## src/rtl/matrix_slot_scanner_pkg.sv

```systemverilog
// Shared types and header field positions for the matrix slot scanner.
package matrix_slot_scanner_pkg;

    typedef enum logic [1:0] {
        MATCH_EXACT     = 2'd0,
        MATCH_TRANSPOSE = 2'd1,
        MATCH_EITHER    = 2'd2,
        MATCH_SQUARE    = 2'd3
    } match_mode_t;

    typedef enum logic [2:0] {
        S_IDLE    = 3'd0,
        S_ISSUE   = 3'd1,
        S_WAIT    = 3'd2,
        S_COMPARE = 3'd3,
        S_PICK    = 3'd4,
        S_DONE    = 3'd5
    } scan_state_t;

    // Header word layout: {rows, cols, reserved[15:0]}
    localparam int HDR_ROWS_MSB = 31;
    localparam int HDR_ROWS_LSB = 24;
    localparam int HDR_COLS_MSB = 23;
    localparam int HDR_COLS_LSB = 16;

    // A header only matches when both dimensions are in 1..max_dim.
    function automatic logic hdr_match(input match_mode_t mode,
                                       input logic [7:0]  r,
                                       input logic [7:0]  c,
                                       input logic [7:0]  tr,
                                       input logic [7:0]  tc,
                                       input int          max_dim);
        logic legal;
        logic exact;
        logic transp;
        legal  = (r != 8'd0) && (c != 8'd0) &&
                 (int'(r) <= max_dim) && (int'(c) <= max_dim);
        exact  = (r == tr) && (c == tc);
        transp = (r == tc) && (c == tr);
        case (mode)
            MATCH_EXACT:     hdr_match = legal && exact;
            MATCH_TRANSPOSE: hdr_match = legal && transp;
            MATCH_EITHER:    hdr_match = legal && (exact || transp);
            default:         hdr_match = legal && (r == c);
        endcase
    endfunction

endpackage

```

## src/rtl/matrix_slot_scanner_walker.sv

```systemverilog
// Wrap-around first-set-bit search over the slot mask, one candidate per cycle,
// starting from a loaded index. An all-zero mask is flagged immediately.
module slot_pick_walker
    import matrix_slot_scanner_pkg::*;
#(
    parameter int NUM_SLOTS = 8,
    localparam int IW = $clog2(NUM_SLOTS)
) (
    input  logic                 clk,
    input  logic                 rst,
    input  logic                 load,
    input  logic [IW-1:0]        start_idx,
    input  logic                 step,
    input  logic [NUM_SLOTS-1:0] mask,
    output logic [IW-1:0]        cur,
    output logic                 hit,
    output logic                 none
);

    assign hit  = mask[cur];
    assign none = (mask == '0);

    // Cursor: load the start index, then advance (wrapping) until a hit.
    always_ff @(posedge clk or posedge rst) begin
        if (rst) begin
            cur <= '0;
        end else if (load) begin
            cur <= start_idx;
        end else if (step && !hit) begin
            cur <= (cur == IW'(NUM_SLOTS - 1)) ? '0 : cur + 1'b1;
        end
    end

endmodule

```

## src/rtl/matrix_slot_scanner.sv

```systemverilog
// Scans NUM_SLOTS matrix headers in BRAM, builds a match mask/count and picks
// one matching slot. Optional macro MATRIX_SLOT_SCANNER_RANDOM_PICK_EN starts
// the pick search at an LFSR-derived slot instead of slot 0.
module matrix_slot_scanner
    import matrix_slot_scanner_pkg::*;
#(
    parameter int          NUM_SLOTS    = 8,
    parameter int          BLOCK_SIZE   = 1152,
    parameter int          ADDR_WIDTH   = 14,
    parameter int          READ_LATENCY = 1,
    parameter int          MAX_DIM      = 32,
    parameter logic [15:0] LFSR_SEED    = 16'hACE1,
    localparam int CW = $clog2(NUM_SLOTS + 1),
    localparam int IW = $clog2(NUM_SLOTS)
) (
    input  logic                  clk,
    input  logic                  rst,
    input  logic                  start,
    input  logic                  abort,
    input  match_mode_t           mode,
    input  logic [7:0]            target_rows,
    input  logic [7:0]            target_cols,
    output logic [ADDR_WIDTH-1:0] bram_addr,
    output logic                  bram_rd_en,
    input  logic [31:0]           bram_data,
    output logic                  busy,
    output logic                  done,
    output logic [NUM_SLOTS-1:0]  valid_mask,
    output logic [CW-1:0]         match_count,
    output logic [IW-1:0]         pick_id,
    output logic                  pick_valid,
    output logic                  no_match
);

    // Elaboration-time sanity checks on the configuration.
    localparam longint SPAN   = longint'(NUM_SLOTS) * longint'(BLOCK_SIZE);
    localparam longint ASPACE = longint'(1) << ADDR_WIDTH;

    if (NUM_SLOTS < 2) begin : g_bad_slots
        $error("matrix_slot_scanner: NUM_SLOTS must be at least 2");
    end
    if (SPAN > ASPACE) begin : g_bad_span
        $error("matrix_slot_scanner: slots do not fit in the BRAM address space");
    end
    if (READ_LATENCY < 1 || READ_LATENCY > 4) begin : g_bad_lat
        $error("matrix_slot_scanner: READ_LATENCY must be 1..4");
    end
    if (LFSR_SEED == 16'h0000) begin : g_bad_seed
        $error("matrix_slot_scanner: LFSR_SEED must be non-zero");
    end

    scan_state_t          state, state_n;
    match_mode_t          mode_q;
    logic [7:0]           trows_q, tcols_q;
    logic [IW-1:0]        slot;
    logic [ADDR_WIDTH-1:0] addr_r;
    logic [2:0]           wcnt;
    logic                 last_slot;
    logic                 abort_now;
    logic                 hdr_hit;
    logic [7:0]           hdr_rows, hdr_cols;
    logic                 load_walk, step_walk;
    logic [IW-1:0]        walk_cur;
    logic                 walk_hit, walk_none;
    logic [IW-1:0]        s0;
    logic                 unused_reserved;

    assign hdr_rows        = bram_data[HDR_ROWS_MSB:HDR_ROWS_LSB];
    assign hdr_cols        = bram_data[HDR_COLS_MSB:HDR_COLS_LSB];
    assign unused_reserved = ^bram_data[15:0];
    assign hdr_hit   = hdr_match(mode_q, hdr_rows, hdr_cols, trows_q, tcols_q, MAX_DIM);
    assign last_slot = (slot == IW'(NUM_SLOTS - 1));
    assign abort_now = abort && (state != S_IDLE);

    assign bram_addr  = addr_r;
    assign bram_rd_en = (state == S_ISSUE);
    assign busy       = (state != S_IDLE) && (state != S_DONE);
    assign done       = (state == S_DONE);

`ifdef MATRIX_SLOT_SCANNER_RANDOM_PICK_EN
    logic [15:0] lfsr;

    // Free-running Fibonacci LFSR, taps 16,14,13,11.
    always_ff @(posedge clk or posedge rst) begin
        if (rst) lfsr <= LFSR_SEED;
        else     lfsr <= {lfsr[14:0], lfsr[15] ^ lfsr[13] ^ lfsr[12] ^ lfsr[10]};
    end

    assign s0 = IW'(lfsr % 16'(NUM_SLOTS));
`else
    assign s0 = '0;
`endif

    slot_pick_walker #(.NUM_SLOTS(NUM_SLOTS)) u_walker (
        .clk       (clk),
        .rst       (rst),
        .load      (load_walk),
        .start_idx (s0),
        .step      (step_walk),
        .mask      (valid_mask),
        .cur       (walk_cur),
        .hit       (walk_hit),
        .none      (walk_none)
    );

    // State register.
    always_ff @(posedge clk or posedge rst) begin
        if (rst) state <= S_IDLE;
        else     state <= state_n;
    end

    // Next-state and walker control; abort overrides any transition.
    always_comb begin
        state_n   = state;
        load_walk = 1'b0;
        step_walk = 1'b0;
        case (state)
            S_IDLE:    if (start) state_n = S_ISSUE;
            S_ISSUE:   state_n = (READ_LATENCY == 1) ? S_COMPARE : S_WAIT;
            S_WAIT:    if (wcnt == 3'(READ_LATENCY - 1)) state_n = S_COMPARE;
            S_COMPARE: begin
                if (last_slot) begin
                    state_n   = S_PICK;
                    load_walk = 1'b1;
                end else begin
                    state_n = S_ISSUE;
                end
            end
            S_PICK: begin
                step_walk = 1'b1;
                if (walk_none || walk_hit) state_n = S_DONE;
            end
            S_DONE:    state_n = S_IDLE;
            default:   state_n = S_IDLE;
        endcase
        if (abort_now) begin
            state_n   = S_IDLE;
            load_walk = 1'b0;
            step_walk = 1'b0;
        end
    end

    // Datapath: request latch, slot/address stepping, mask build and pick result.
    always_ff @(posedge clk or posedge rst) begin
        if (rst) begin
            mode_q      <= MATCH_EXACT;
            trows_q     <= '0;
            tcols_q     <= '0;
            slot        <= '0;
            addr_r      <= '0;
            wcnt        <= '0;
            valid_mask  <= '0;
            match_count <= '0;
            pick_id     <= '0;
            pick_valid  <= 1'b0;
            no_match    <= 1'b0;
        end else if (abort_now) begin
            valid_mask  <= '0;
            match_count <= '0;
            pick_valid  <= 1'b0;
        end else begin
            case (state)
                S_IDLE: begin
                    if (start) begin
                        valid_mask  <= '0;
                        match_count <= '0;
                        pick_valid  <= 1'b0;
                        no_match    <= 1'b0;
                        mode_q      <= mode;
                        trows_q     <= target_rows;
                        tcols_q     <= target_cols;
                        slot        <= '0;
                        addr_r      <= '0;
                    end
                end
                S_ISSUE: wcnt <= 3'd1;
                S_WAIT:  wcnt <= wcnt + 3'd1;
                S_COMPARE: begin
                    if (hdr_hit) begin
                        valid_mask[slot] <= 1'b1;
                        match_count      <= match_count + 1'b1;
                    end
                    if (!last_slot) begin
                        slot   <= slot + 1'b1;
                        addr_r <= addr_r + ADDR_WIDTH'(BLOCK_SIZE);
                    end
                end
                S_PICK: begin
                    if (walk_none) begin
                        no_match   <= 1'b1;
                        pick_valid <= 1'b0;
                        pick_id    <= '0;
                    end else if (walk_hit) begin
                        pick_id    <= walk_cur;
                        pick_valid <= 1'b1;
                    end
                end
                default: ;
            endcase
        end
    end

endmodule
```

## config.mk

```make
export PLATFORM = sky130hd
export DESIGN_NAME = matrix_slot_scanner
export DESIGN_NICKNAME = d
export VERILOG_FILES = /design/src/rtl/matrix_slot_scanner_pkg.sv /design/src/rtl/matrix_slot_scanner_walker.sv /design/src/rtl/matrix_slot_scanner.sv
export SDC_FILE = /design/constraint.sdc
export NUM_CORES = 1
export LEC_CHECK = 0
export ABC_AREA = 1
export CORE_ASPECT_RATIO = 0.8
export CORE_MARGIN = 4
export CORE_UTILIZATION = 53
export CTS_CLUSTER_DIAMETER = 100
export DETAILED_ROUTE_END_ITERATION = 16
export GPL_TIMING_DRIVEN = 0
export PLACE_DENSITY = 0.86
export SYNTH_ARGS = -nofsm -noshare
export SYNTH_HDL_FRONTEND = slang
export SYNTH_SLANG_ARGS = --single-unit
```

## constraint.sdc

```tcl
create_clock -name clk -period 2.8 [get_ports clk]
set_input_delay 0.28 -clock clk [delete_from_list [all_inputs] [get_ports clk]]
set_output_delay 0.28 -clock clk [all_outputs]
set_load 0.05 [all_outputs]
```

==> impl_results.rst, run 1 <==
.. list-table::
   :header-rows: 1

   * - Metric
     - Value
   * - Post-CTS Hold Fix Bufs
     - 0
   * - Post-CTS clock slew at the launch and capture registers of the worst setup and hold paths
     - 0.10 ns
   * - Netlist cell types
     - 32
   * - Met2 usage in global routing
     - 0.3471
   * - Start-to-end type of the worst setup path
     - register to output pin
   * - Worst slew margin relative to its limit
     - 0.6434
   * - Count of buffering cells on the critical path with inverters included
     - 3
   * - Core footprint
     - 6100 um2
   * - Number of setup buffers added after CTS
     - 0
   * - Latest clock arrival within the worst-skew pair
     - 0.30 ns
   * - Number of gates resized after CTS
     - 0
   * - Final RePlAce weighted congestion
     - 0.9071
   * - Count of flip-flops with a built-in enable after synthesis
     - 0
   * - Die Width
     - 97.97 um
   * - Clock tree from TritonCTS
     - built
   * - Logic pwr share
     - 0.499
   * - MaxCap Viol Count
     - 0
   * - Proportion of register bits with asynchronous set or reset after synthesis
     - 1.000
   * - I/O pin count
     - 88
   * - Gr usage total
     - 0.2305
   * - Initial antenna violation count
     - 0
   * - Top delay family on crit path
     - buffers and inverters
   * - Series of cell instances along the critical path
     - inv_1 -> nor2_1 -> inv_1 -> nor2_1 -> clkdlybuf4s50_1
   * - Internal Dissipation
     - 1.694 mW
   * - Top cell type's share of synthesized area
     - 0.3937
   * - Tmin final
     - 2.190 ns
   * - TNS Setup
     - 0 ns
   * - Critical path required time
     - 2.52 ns
   * - Layout Skew
     - 0.008426 ns
   * - Number of warnings reported in the yosys synthesis log
     - 0
   * - Power per standard cell area
     - 755.8 nW/um2
   * - Remaining routing DRC violations
     - 0
   * - Quantity of I/O buffers inserted on ports
     - 64
   * - Worst Tran Pin Value
     - 0.5348 ns
   * - Die Y-Extent
     - 79.98 um
   * - Leading area contributor after synthesis
     - dfrtp_1
   * - Number of antenna diodes
     - 0
   * - Net Sw Frac
     - 0.4788
   * - Number of detailed-route iterations in the first pass
     - 5
   * - Worst hold path type
     - input pin to asynchronous set/reset pin
   * - Area of the die
     - 7835 um2
   * - Clock tree sinks
     - 54
   * - Total congestion overflow
     - 0
   * - Static Leak
     - 2.179 nW
   * - Most frequent cell after synthesis
     - nand2_1
   * - Power share of the clock group
     - 0.131
   * - Synth top area cells
     - dfrtp_1 (39%), nand2_1 (17%), inv_1 (6.8%)
   * - Global routing usage on met3
     - 0.03581
   * - Met1 usage in global routing
     - 0.3480
   * - Total routed wirelength
     - 9.005 mm
   * - Slowest Stage Delay on Critical Path
     - 0.82 ns
   * - Most frequently used flop master after synthesis
     - dfrtp_1
   * - Share of the yosys chip area belonging to registers
     - 0.3937
   * - Detailed-route via count
     - 3477
   * - Top cell types by occurrence after synthesis
     - nand2_1 (152), inv_1 (62), dfrtp_1 (54)
   * - Register share of total power
     - 0.370
   * - Net Sw Power
     - 1.556 mW
   * - Final-report setup violation count
     - 0
   * - First-pass GRT wire length
     - 14.61 mm
   * - Pins over their slew limit
     - 0
   * - Share of layout cells above drive strength 1
     - 0.06140
   * - Total of fill cells in the finished design
     - 528
   * - Final-stage net count
     - 632
   * - Post-route core utilization
     - 0.7050
   * - Synthesized area
     - 3432 um2
   * - Mean cell area of the mapped netlist
     - 6.976 um2
   * - Final worst path period share
     - 0.7820
   * - Mapped Cells
     - 492
   * - Standard-cell row count
     - 25
   * - Max Root-Sink Buffers
     - 2
   * - Antenna Nets Post-Route
     - 0
   * - Final Hold Fails
     - 0
   * - CTS Root Buffer Type
     - clkbuf_8
   * - Arrival time worst endpoint
     - 1.91 ns
   * - Synthesis-to-layout area growth
     - 25.30%
   * - Starting density of the core
     - 0.5627
   * - Highest Clock Rate
     - 0.4567 GHz
   * - Average wire per cell in the routed design
     - 13.83 um
   * - Final Hold Slack
     - 0.2732 ns
   * - Vias in the first global route
     - 3111
   * - Maximum vdd drop
     - 0.6402 mV
   * - Endpoint type of the worst setup path
     - output pin
   * - Number of buffers created by CTS
     - 5
   * - H-tree levels
     - 2
   * - Most utilized layer in the global route result
     - met1
   * - Kind of start point of the critical path
     - register
   * - Per-cell via count in the routed design
     - 5.341
   * - Unrepaired setup endpoints after global routing
     - no
   * - Status
     - finished, final reports clean
   * - Highest fanout seen on the critical path
     - 5
   * - Count of state elements after synthesis
     - 54
   * - Pin count of the biggest net entering global routing
     - 39
   * - Iteration-0 DRC count of the detailed router
     - 249
   * - Slowest stage cell, crit path
     - clkdlybuf4s50_1
   * - Post-DP HPWL
     - 7.072 mm
[power groups by stage]
stage          registers [mW]  clock network (mW)  logic, mW
2_1_floorplan            1.29                   0       1.04
3_3_place_gp             1.20                   0       1.56
3_5_place_dp             1.21                   0       1.60
4_1_cts                  1.20               0.435       1.61
5_1_grt                  1.23               0.469       1.80
6_report                 1.20               0.425       1.62
[cell type report]
cell class	count	area (um2)	share of cell area
plain buffers	15	86.33	0.02008
clock buffers	5	68.82	0.01600
clock inverters	2	15.01	0.003491
inverters	68	257.7	0.05994
multi-input cells	361	1759	0.4091
flip-flops and latches	54	1351	0.3142
well taps	81	101.3	0.02357
repair buffers	65	660.6	0.1536
[worst paths after layout]
check,from,to,slack [ns],cells after the start
min in group clk,pick_valid,pick_valid,0.52,2
worst max register to register,state[1],valid_mask[5],0.88,11
worst max-delay path,state[0],done,0.61,5
worst min register to register,pick_valid,pick_valid,0.52,2
max in group asynchronous,rst,slot[2],2.00,3
worst min-delay path,rst,trows_q[5],0.27,2
[routing by layer]
layer,wire length [um],up-vias
met5,0,-
met4,70,0
met1,4327,1583
li1,-,1723
met2,3837,164
met3,770,7
[through the flow]
step / instance area (um2) / instances / power [mW] / setup slack, ns
3_3_place_gp: 4197 / 643 / 2.758 / 0.1918
6_report: 4300 / 651 / 3.250 / 0.6105
3_5_place_dp: 4217 / 644 / 2.807 / 0.5392
5_1_grt: 4300 / 651 / 3.507 / 0.4970
4_1_cts: 4300 / 651 / 3.238 / 0.6027
2_1_floorplan: 3455 / 498 / 2.325 / 0.8327
[logic make-up after synthesis]
group / synth area share
AO/OA/AOI/OAI: 0.1010
XOR/XNOR: 0.02552
adder cells (fa/ha/maj): 0.02917
buffers and inverters: 0.1003
flip-flops: 0.3937
other: 0.001093
AND/OR/NAND/NOR: 0.3493
[sequential cells by signal, indices dropped and copies added, names as in the netlist]
signal / flops
tcols_q: 8
trows_q: 8
valid_mask: 8
bram_addr: 7
match_count: 4
pick_id: 3
slot: 3
state: 3
u_walker.cur: 3
wcnt: 3
mode_q: 2
no_match: 1
pick_valid: 1
[layout by cell type, fill, tap and decap left out, drive strengths merged]
master	instances
a31oi	3
conb	7
xor2	6
xnor2	4
nand4	17
a22o	1
o21a	2
nor3	8
nand2	157
a21oi	14
nor4	3
o211ai	3
inv	68
clkinvlp	2
o21ai	41
o22ai	1
buf	13
clkdlybuf4s50	64
ha	8
nor2	47
nand3	39
clkbuf	8
dfrtp	54
No activity file was read; power rests on OpenSTA's default activity.
==> inputs of run 2 (changes only) <==
Settings changed: CORE_UTILIZATION 53 to 50, PLACE_DENSITY 0.86 to 0.81.
Clock period 2.8 ns to 2.2 ns, I/O delays scaled along.
==> impl_results.rst, run 2 (synthesized netlist as in run 1, its figures left out) <==
.. list-table::
   :header-rows: 1

   * - Metric
     - Value
   * - Status
     - finished, final reports clean (unchanged)
   * - Static Leak
     - 2.226 nW (was 2.179 nW)
   * - Synthesis-to-layout area growth
     - 25.70% (was 25.30%)
   * - Area of the die
     - 8262 um2 (was 7835 um2)
   * - Gr usage total
     - 0.2336 (was 0.2305)
   * - Reg-to-reg endpoint
     - valid_mask[1] (was valid_mask[5])
   * - Detailed-route via count
     - 3483 (was 3477)
   * - Average wire per cell in the routed design
     - 14.26 um (was 13.83 um)
   * - Clock tree sinks
     - 54 (unchanged)
   * - Worst Tran Pin Value
     - 0.5534 ns (was 0.5348 ns)
   * - Iteration-0 DRC count of the detailed router
     - 279 (was 249)
   * - Critical path required time
     - 2.41 ns (was 2.52 ns)
   * - Total routed wirelength
     - 9.340 mm (was 9.005 mm)
   * - Initial antenna violation count
     - 0 (unchanged)
   * - Worst reg2reg startpoint
     - state[1] (unchanged)
   * - Layout Skew
     - 0.008899 ns (was 0.008426 ns)
   * - Core footprint
     - 6539 um2 (was 6100 um2)
   * - Unrepaired setup endpoints after global routing
     - no (unchanged)
   * - Slowest Stage Delay on Critical Path
     - 0.45 ns (was 0.82 ns)
   * - Final Hold Fails
     - 0 (unchanged)
   * - Worst hold path type
     - input pin to asynchronous set/reset pin (unchanged)
   * - Die Y-Extent
     - 82.10 um (was 79.98 um)
   * - Per-cell via count in the routed design
     - 5.318 (was 5.341)
   * - Arrival time worst endpoint
     - 2.14 ns (was 1.91 ns)
   * - Routed wire length on met3
     - 818 um (was 770 um)
   * - Share of layout cells above drive strength 1
     - 0.06130 (was 0.06140)
   * - Pin count of the biggest net entering global routing
     - 41 (was 39)
   * - Count of buffering cells on the critical path with inverters included
     - 4 (was 3)
   * - I/O pin count
     - 88 (unchanged)
   * - Number of setup buffers added after CTS
     - 0 (unchanged)
   * - Post-placement cell area
     - 4220 um2 (was 4217 um2)
   * - FF-to-FF setup slack
     - 0.26 ns (was 0.88 ns)
   * - Vias in the first global route
     - 3230 (was 3111)
   * - Overall power consumption
     - 4.167 mW (was 3.250 mW)
   * - Slowest stage cell, crit path
     - dfrtp_1 (was clkdlybuf4s50_1)
   * - Number of antenna diodes
     - 0 (unchanged)
   * - Final-stage net count
     - 632 (unchanged)
   * - Commonest cells after routing, fill and taps aside
     - nand2_1 (152), inv_1 (61), clkdlybuf4s50_1 (61) (was nand2_1 (152), clkdlybuf4s50_1 (64), inv_1 (61))
   * - First-pass GRT wire length
     - 15.28 mm (was 14.61 mm)
   * - Maximum vdd drop
     - 0.8433 mV (was 0.6402 mV)
   * - CTS Root Buffer Type
     - clkbuf_8 (unchanged)
   * - Worst slew margin relative to its limit
     - 0.6311 (was 0.6434)
   * - Max Root-Sink Buffers
     - 2 (unchanged)
   * - Endpoint type of the worst setup path
     - register (was output pin)
   * - Top sig layer
     - met4 (unchanged)
   * - Pins over their slew limit
     - 0 (unchanged)
   * - Series of cell instances along the critical path
     - nor2_2 -> inv_2 -> nor2_4 -> inv_4 -> nor2_8 -> inv_2 -> nand2_1 -> nand2_1 -> buf_2 -> nand3_1 -> nand2_1 (was inv_1 -> nor2_1 -> inv_1 -> nor2_1 -> clkdlybuf4s50_1)
   * - Standard-cell row count
     - 26 (was 25)
   * - H-tree levels
     - 2 (unchanged)
   * - Die Width
     - 100.6 um (was 97.97 um)
   * - MaxCap Viol Count
     - 0 (unchanged)
   * - Final standard cell area without fillers
     - 4314 um2 (was 4300 um2)
   * - Wire length on met2
     - 4.011 mm (was 3.837 mm)
   * - Tmin final
     - 1.935 ns
   * - Final worst path period share
     - 0.8797
   * - Total congestion overflow
     - 0 (unchanged)
   * - Highest Clock Rate
     - 0.5167 GHz
   * - Post-CTS clock slew at the launch and capture registers of the worst setup and hold paths
     - 0.11 ns (was 0.10 ns)
   * - Power per standard cell area
     - 965.9 nW/um2 (was 755.8 nW/um2)
   * - Clock tree from TritonCTS
     - built (unchanged)
   * - Number of detailed-route iterations in the first pass
     - 5 (unchanged)
   * - Starting density of the core
     - 0.5249 (was 0.5627)
   * - TNS Setup
     - 0 ns (unchanged)
   * - Latest clock arrival within the worst-skew pair
     - 0.31 ns (was 0.30 ns)
   * - Top delay family on crit path
     - simple AND/OR/NAND/NOR gates (was buffers and inverters)
   * - Remaining routing DRC violations
     - 0 (unchanged)
   * - Number of buffers created by CTS
     - 5 (unchanged)
   * - Post-DP HPWL
     - 7.251 mm (was 7.072 mm)
   * - Kind of start point of the critical path
     - register (unchanged)
   * - Worst-case reg-to-reg path depth
     - 11 (unchanged)
   * - Final Hold Slack
     - 0.1898 ns (was 0.2732 ns)
   * - Final-report setup violation count
     - 0 (unchanged)
   * - Post-route core utilization
     - 0.6598 (was 0.7050)
   * - DRT met1 WL
     - 4.419 mm (was 4.327 mm)
   * - Registers with the most flip-flops
     - tcols_q (8), trows_q (8), valid_mask (8) (unchanged)
   * - Antenna Nets Post-Route
     - 0 (unchanged)
   * - Quantity of I/O buffers inserted on ports
     - 64 (unchanged)
   * - Most frequent cell on the critical path
     - nand2_1
   * - Final RePlAce weighted congestion
     - 0.9371 (was 0.9071)
   * - Highest fanout seen on the critical path
     - 10 (was 5)
   * - Most common library cell in the layout ignoring fill and taps
     - nand2_1 (unchanged)
   * - Start-to-end type of the worst setup path
     - register to register (was register to output pin)
==> run 2: worst max-delay path by stage <==
| stage | startpoint | end | slack (ns) | cells past startpoint |
|---|---|---|---|---|
| after floorplan | state[0] | busy | 0.29 | 5 |
| after global placement | rst | trows_q[2] | -0.38 | 2 |
| final | state[1] | valid_mask[1] | 0.26 | 11 |
| after CTS | state[1] | busy | 0.02 | 5 |
| after global routing | bram_data[16] | valid_mask[5] | 0.05 | 15 |
| after detailed placement | bram_data[16] | valid_mask[1] | -0.04 | 15 |
==> run 2: per-stage QoR <==
stage,setup WS [ns],instances
detailed placement,-0.04307,647
finish,0.2646,655
global placement,-0.3754,646
floorplan,0.2927,498
CTS,0.02349,655
global route,0.05331,655
==> run 2: layout make-up <==
type,count,area [um2]
well taps,84,105.1
clock inverters,2,13.76
multi-input cells,361,1759
inverters,68,257.7
repair buffers,65,668.1
fillers,586,2225
plain buffers,15,86.33
flip-flops and latches,54,1351
clock buffers,6,72.57
==> run 2: timing repair <==
item                       4_1_cts  5_1_grt
setup endpoints to repair        0        3
hold buffers                     0        0
gates resized for setup          0        3
==> run 2: report_power, final <==
part           internal (mW)  switching (mW)
logic                  0.675            1.39
registers               1.26           0.270
clock network          0.226           0.343
==> run 2: metal layers <==
layer | track usage | up-vias
met5 | 0 | -
met4 | 0.06460 | 0
met3 | 0.03862 | 8
met2 | 0.3555 | 162
met1 | 0.3443 | 1594
li1 | - | 1719
